`src/rtl/seq_pattern_tx_if.sv`:
```
// Handshake and serial-output bundle for seq_pattern_tx.
//   master : request side (drives start_valid, pattern, rep_count, gap_len, abort)
//   slave  : transmitter side (drives start_ready, out, out_valid, busy, done)
// Signal meanings:
//   start_valid/start_ready : request handshake, accepted when both high at a clock edge
//   pattern                 : bit pattern to send, MSB first
//   rep_count               : extra repetitions (total transmissions = rep_count + 1)
//   gap_len                 : idle cycles inserted between repetitions (0..7)
//   abort                   : synchronous cancel of the transmission in progress
//   out/out_valid           : serial data bit and its qualifier
//   busy                    : transmitter not idle
//   done                    : one-cycle pulse after the final bit of the final repetition
interface seq_pattern_tx_if #(
    parameter int unsigned PAT_LEN = 5,
    parameter int unsigned CNT_W   = 4
);
    logic               start_valid;
    logic               start_ready;
    logic [PAT_LEN-1:0] pattern;
    logic [CNT_W-1:0]   rep_count;
    logic [2:0]         gap_len;
    logic               abort;
    logic               out;
    logic               out_valid;
    logic               busy;
    logic               done;

    modport master (
        output start_valid, pattern, rep_count, gap_len, abort,
        input  start_ready, out, out_valid, busy, done
    );

    modport slave (
        input  start_valid, pattern, rep_count, gap_len, abort,
        output start_ready, out, out_valid, busy, done
    );
endinterface

```
`src/rtl/seq_pattern_tx.sv`:
```
// Serial pattern transmitter. Captures a PAT_LEN-bit pattern on request and
// shifts it out MSB first, rep_count+1 times, with gap_len idle cycles between
// repetitions, then pulses done for one cycle.
// Ports:
//   clk : single clock, rising edge
//   rst : asynchronous active-high reset
//   bus : seq_pattern_tx_if slave modport (handshake, configuration, serial output)
module seq_pattern_tx #(
    parameter int unsigned PAT_LEN = 5,
    parameter int unsigned CNT_W   = 4
) (
    input logic             clk,
    input logic             rst,
    seq_pattern_tx_if.slave bus
);

    localparam int unsigned IDX_W = $clog2(PAT_LEN);
    localparam logic [IDX_W-1:0] LAST_IDX = IDX_W'(PAT_LEN - 1);

    typedef enum logic [1:0] {
        IDLE  = 2'd0,
        SHIFT = 2'd1,
        GAP   = 2'd2,
        DONE  = 2'd3
    } state_t;

    state_t             state_q, state_d;
    logic [PAT_LEN-1:0] pat_q, pat_d;
    logic [IDX_W-1:0]   idx_q, idx_d;     // index of the bit currently on out
    logic [CNT_W-1:0]   rep_q, rep_d;     // repetitions still to send after this one
    logic [2:0]         gap_q, gap_d;     // captured gap length
    logic [2:0]         gcnt_q, gcnt_d;   // gap cycles left, including the current one
    logic               out_q, out_d;
    logic               vld_q, vld_d;
    logic               done_q, done_d;
    logic [IDX_W-1:0]   idx_m1;

    assign idx_m1 = idx_q - IDX_W'(1);

    always_ff @(posedge clk or posedge rst) begin
        if (rst) begin
            state_q <= IDLE;
            pat_q   <= '0;
            idx_q   <= '0;
            rep_q   <= '0;
            gap_q   <= '0;
            gcnt_q  <= '0;
            out_q   <= 1'b0;
            vld_q   <= 1'b0;
            done_q  <= 1'b0;
        end else begin
            state_q <= state_d;
            pat_q   <= pat_d;
            idx_q   <= idx_d;
            rep_q   <= rep_d;
            gap_q   <= gap_d;
            gcnt_q  <= gcnt_d;
            out_q   <= out_d;
            vld_q   <= vld_d;
            done_q  <= done_d;
        end
    end

    // Outputs are registered: each branch sets out/out_valid/done to the
    // values belonging to the state being entered.
    always_comb begin
        state_d = state_q;
        pat_d   = pat_q;
        idx_d   = idx_q;
        rep_d   = rep_q;
        gap_d   = gap_q;
        gcnt_d  = gcnt_q;
        out_d   = 1'b0;
        vld_d   = 1'b0;
        done_d  = 1'b0;

        case (state_q)
            IDLE: begin
                // abort has no effect here; a simultaneous request is accepted
                if (bus.start_valid) begin
                    state_d = SHIFT;
                    pat_d   = bus.pattern;
                    rep_d   = bus.rep_count;
                    gap_d   = bus.gap_len;
                    idx_d   = LAST_IDX;
                    out_d   = bus.pattern[LAST_IDX];
                    vld_d   = 1'b1;
                end
            end

            SHIFT: begin
                if (bus.abort) begin
                    state_d = IDLE;
                end else if (idx_q != '0) begin
                    idx_d = idx_m1;
                    out_d = pat_q[idx_m1];
                    vld_d = 1'b1;
                end else if (rep_q == '0) begin
                    state_d = DONE;
                    done_d  = 1'b1;
                end else begin
                    // counting down remaining repetitions avoids any wrap at max rep_count
                    rep_d = rep_q - CNT_W'(1);
                    if (gap_q == '0) begin
                        idx_d = LAST_IDX;
                        out_d = pat_q[LAST_IDX];
                        vld_d = 1'b1;
                    end else begin
                        state_d = GAP;
                        gcnt_d  = gap_q;
                    end
                end
            end

            GAP: begin
                if (bus.abort) begin
                    state_d = IDLE;
                end else if (gcnt_q == 3'd1) begin
                    state_d = SHIFT;
                    idx_d   = LAST_IDX;
                    out_d   = pat_q[LAST_IDX];
                    vld_d   = 1'b1;
                end else begin
                    gcnt_d = gcnt_q - 3'd1;
                end
            end

            DONE: begin
                state_d = IDLE;
            end

            default: begin
                state_d = IDLE;
            end
        endcase
    end

    assign bus.out         = out_q;
    assign bus.out_valid   = vld_q;
    assign bus.done        = done_q;
    assign bus.busy        = (state_q != IDLE);
    assign bus.start_ready = (state_q == IDLE);

endmodule

```
`src/flat_wrapper.sv`:
```
// flat-port wrapper written by rule: the top's interface ports become plain ports
module seq_pattern_tx_flat 
#(
    parameter int unsigned PAT_LEN = 5,
    parameter int unsigned CNT_W   = 4
)
  (clk, rst, bus_start_valid, bus_pattern, bus_rep_count, bus_gap_len, bus_abort, bus_start_ready, bus_out, bus_out_valid, bus_busy, bus_done);
  seq_pattern_tx_if #(.PAT_LEN(PAT_LEN), .CNT_W(CNT_W)) bus_i ();
  input logic clk;
  input logic rst;
  input wire logic [$bits(bus_i.start_valid)-1:0] bus_start_valid;
  input wire logic [$bits(bus_i.pattern)-1:0] bus_pattern;
  input wire logic [$bits(bus_i.rep_count)-1:0] bus_rep_count;
  input wire logic [$bits(bus_i.gap_len)-1:0] bus_gap_len;
  input wire logic [$bits(bus_i.abort)-1:0] bus_abort;
  output wire logic [$bits(bus_i.start_ready)-1:0] bus_start_ready;
  output wire logic [$bits(bus_i.out)-1:0] bus_out;
  output wire logic [$bits(bus_i.out_valid)-1:0] bus_out_valid;
  output wire logic [$bits(bus_i.busy)-1:0] bus_busy;
  output wire logic [$bits(bus_i.done)-1:0] bus_done;
  assign bus_i.start_valid = bus_start_valid;
  assign bus_i.pattern = bus_pattern;
  assign bus_i.rep_count = bus_rep_count;
  assign bus_i.gap_len = bus_gap_len;
  assign bus_i.abort = bus_abort;
  assign bus_start_ready = bus_i.start_ready;
  assign bus_out = bus_i.out;
  assign bus_out_valid = bus_i.out_valid;
  assign bus_busy = bus_i.busy;
  assign bus_done = bus_i.done;
  seq_pattern_tx #(.PAT_LEN(PAT_LEN), .CNT_W(CNT_W)) u_core (.clk(clk), .rst(rst), .bus(bus_i));
endmodule
```
`config.mk`:
```
export PLATFORM = sky130hd
export DESIGN_NAME = seq_pattern_tx_flat
export DESIGN_NICKNAME = d
export VERILOG_FILES = /design/src/rtl/seq_pattern_tx_if.sv /design/src/rtl/seq_pattern_tx.sv /design/src/flat_wrapper.sv
export SDC_FILE = /design/constraint.sdc
export NUM_CORES = 1
export LEC_CHECK = 0
export BUFFER_PORTS_ARGS = -buffer_cell sky130_fd_sc_hd__buf_2
export CORE_MARGIN = 8
export CORE_UTILIZATION = 50
export DETAILED_ROUTE_END_ITERATION = 8
export GPL_ROUTABILITY_DRIVEN = 0
export PLACE_DENSITY = 0.72
export SYNTH_ARGS = -nofsm -noshare
export SYNTH_HDL_FRONTEND = slang
export SYNTH_SLANG_ARGS = --single-unit
export TNS_END_PERCENT = 100
```
`constraint.sdc`:
```
create_clock -name clk -period 2.2 [get_ports clk]
set_input_delay 0.44 -clock clk [delete_from_list [all_inputs] [get_ports clk]]
set_output_delay 0.44 -clock clk [all_outputs]
set_load 0.01 [all_outputs]
```
==> results by group <==
Clocking
  • CTS Buf Count: 3
  • CTS tree: yes
  • Skew-Pair Late Insertion Delay: 0.30 ns
  • H-tree depth: 1
  • Clk slew on worst S/H paths: approximately 0.12 ns
  • Post-CTS Setup Inserts: 0
  • Clock Tree Buf Depth: 2
  • Root Driver: clkbuf_4
  • Clk sinks: 23

Power and ir drop
  • VDD IR max: 814 uV
  • Leak: 0.716 nW
  • Pwr Total: 1.95 mW
  • Power Density: 1280 mW/mm2

Die
  • FP Rows: 19
  • I/O pins: 21
  • Die area: 0.00466 mm2
  • Core area: 0.00269 mm2
  • DIE HEIGHT: 68.3 um
  • Initial Util: 50.9%
  • Chip width: 68.3 um

STA
  • Skew final: just over 0.001 ns
  • Setup TNS: 0 ns
  • Post-layout min period: 2.07 ns
  • Final Hold Violating Endpoints: 0
  • Rel. slew slack: 71.5%
  • Max Slew Vio Count: 0
  • FMAX: 483 MHz
  • Tcrit/Tclk final: 94.0%
  • Worst slew pin tran: 0.427 ns
  • Setup Viol. Count Final: 0

GRT
  • Pin count of the biggest net entering global routing: 24
  • GRT Util Overall: 13.1%
  • Total gr overflow: 0
  • First-pass GRT wire length: ~4700 um
  • Initial antenna violation count: 0
  • Vias in the first global route: 1107

Yosys
  • Top-area cell type share of the netlist area: 42.1%
  • Post-synth ARST share: 100%
  • Synthesized flop and latch total: 23
  • Seq/Total Area, Yosys: 42.1%
  • Mapped Cells: 134
  • Post-Syn Area: 0.00137 mm2
  • Ranking of synthesized cells by area: dfrtp_1 (42%), mux2_2 (6.6%), a21oi_1 (4.8%)
  • Distinct cells, synth: 43
  • Top_reg_cell synth: dfrtp_1
  • Area leader, netlist: dfrtp_1
  • Synth warnings: 0
  • Syn nets: 155
  • Syn Area/Cell: 10.2 um2
  • EDFF count, synth: 0

Placement
  • Hpwl dp: 2120 um
  • Placed cells: 182
  • Count of input and output buffers: 20

Finish
  • Nets: 177
  • Fill count: between 200 and 250
  • Fin util: 56.5%
  • Layout cell share with drive strength beyond 1: 27.7%
  • Area delta synth->final: 11.1%
  • Sequential Area: approximately 580 um2
  • Area of the multi-input gates: 717 um2
  • Antenna cells: 0
  • Final std cells w/o fill: 186

Critical path
  • Reg2reg start: u_core.idx_q[0]
  • Setup crit end kind: register
  • Crit path arrival time: 2.26 ns
  • Crit path kind: register to register
  • Critical Path Fanout Max: 8
  • Worst EP required: 2.39 ns
  • R2R depth: 6
  • Crit path from: u_core.idx_q[0]
  • Worst Setup Start Kind: register

Route
  • Wire per inst: around 15 um
  • Total Routed Length: about 2800 um
  • Pre-antenna DRT Iters: 4
  • Residual DRC: 0
  • Post-route ant nets: 0
  • DR iter-0 viols: 69
  • Via count: 1057
  • Vias/cell: ~5.7

Min path
  • HP Class: primary input to asynchronous set/reset pin

Flow run
  • Max_cap viols: 0

Outcome
  • Outcome: completed
where the power goes:
group | switching (mW) | internal (mW)
clock network | 0.123 | 0.0707
logic | 0.496 | 0.476
registers | 0.175 | 0.608
total | 0.793 | 1.15
worst paths after layout:
check	slack [ns]	to
setup / recovery	0.13	u_core.bus.out
hold / removal	0.14	u_core.pat_q[4]
setup reg to reg	0.13	u_core.bus.out
hold reg to reg	0.52	u_core.idx_q[1]
max in group asynchronous	1.83	u_core.rep_q[1]
min in group clk	0.36	u_core.pat_q[0]
layer usage:
metal	global-route usage (%)	share of wire (%)	vias to the layer above
li1	-	-	519
met1	16.2	46	499
met2	21.7	47	35
met3	2.62	5.6	4
met4	5.37	1.1	0
met5	0	0	-
cell families after synthesis:
logic type | share of synthesized area [%]
and+or+nand+nor | 18.8
buffers and inverters | 5.95
DFF | 42.1
adders and majority gates | 4.58
muxes | 12.6
AOI/OAI and AO/OA | 15.9
state kept, by name, summed over array words and instances, names as in the netlist, 2 cells and up:
| signal | cells |
|---|---|
| u_core.gcnt_q | 3 |
| u_core.idx_q | 3 |
| u_core.rep_q | 4 |
| u_core.pat_q | 5 |
| u_core.gap_q | 3 |
| u_core.state_q | 2 |
final cells by class:
type,count,area share [%]
sequential,23,37.9
multi-input combinational,95,47.2
timing repair buffer,23,8.08
inverter,10,2.47
tap,31,2.56
clock buffer,4,1.73
timing repair:
item,in CTS,in global routing
gates resized for setup,0,2
hold buffers,0,0
endpoints found under the setup margin,0,1
per-stage QoR:
step | setup slack [ns] | area [um2] | hold WS (ns)
final | 0.131 | 1520 | 0.143
after global routing | -0.00520 | 1520 | 0.168
after CTS | 0.0330 | 1510 | 0.146
after detailed placement | 0.0657 | 1480 | 0.483
after global placement | 0.218 | 1480 | 0.481
after floorplan | 0.276 | 1370 | 0.442
placed cells by master (no fill, tap or decap), drive strengths merged, types with 3 or more instances in the layout:
master | netlist | routed
dfrtp | 23 | 23
buf | 5 | 23
a21oi | 13 | 13
inv | 10 | 10
mux2 | 10 | 10
nor2 | 8 | 8
nand2b | 8 | 8
mux2i | 6 | 6
o21ai | 6 | 6
ha | 5 | 5
clkbuf | 1 | 4
nor3b | 4 | 4
o31ai | 3 | 3
nand2 | 3 | 3
nor3 | 3 | 3
cells in the mapped netlist, types with 2 or more instances:
master,count
nor3_1,3
mux2_1,2
inv_1,10
mux2i_1,6
o21ai_0,5
buf_2,2
mux2_2,8
nand2_1,3
buf_6,2
and3_1,2
nand2b_1,7
and2b_1,2
or3_1,2
o2bb2ai_1,2
ha_1,5
o31ai_1,3
a21oi_1,13
nor2_1,8
nor3b_1,2
dfrtp_1,23
nor3b_2,2
critical path, stage by stage, from the launching register on:
cell,delay (ns)
dfrtp_1,0.45
inv_1,0.14
ha_2,0.28
mux2_1,0.33
a22o_1,0.24
a2111oi_2,0.37
o31ai_1,0.14
No activity file was read; power rests on OpenSTA's default activity.
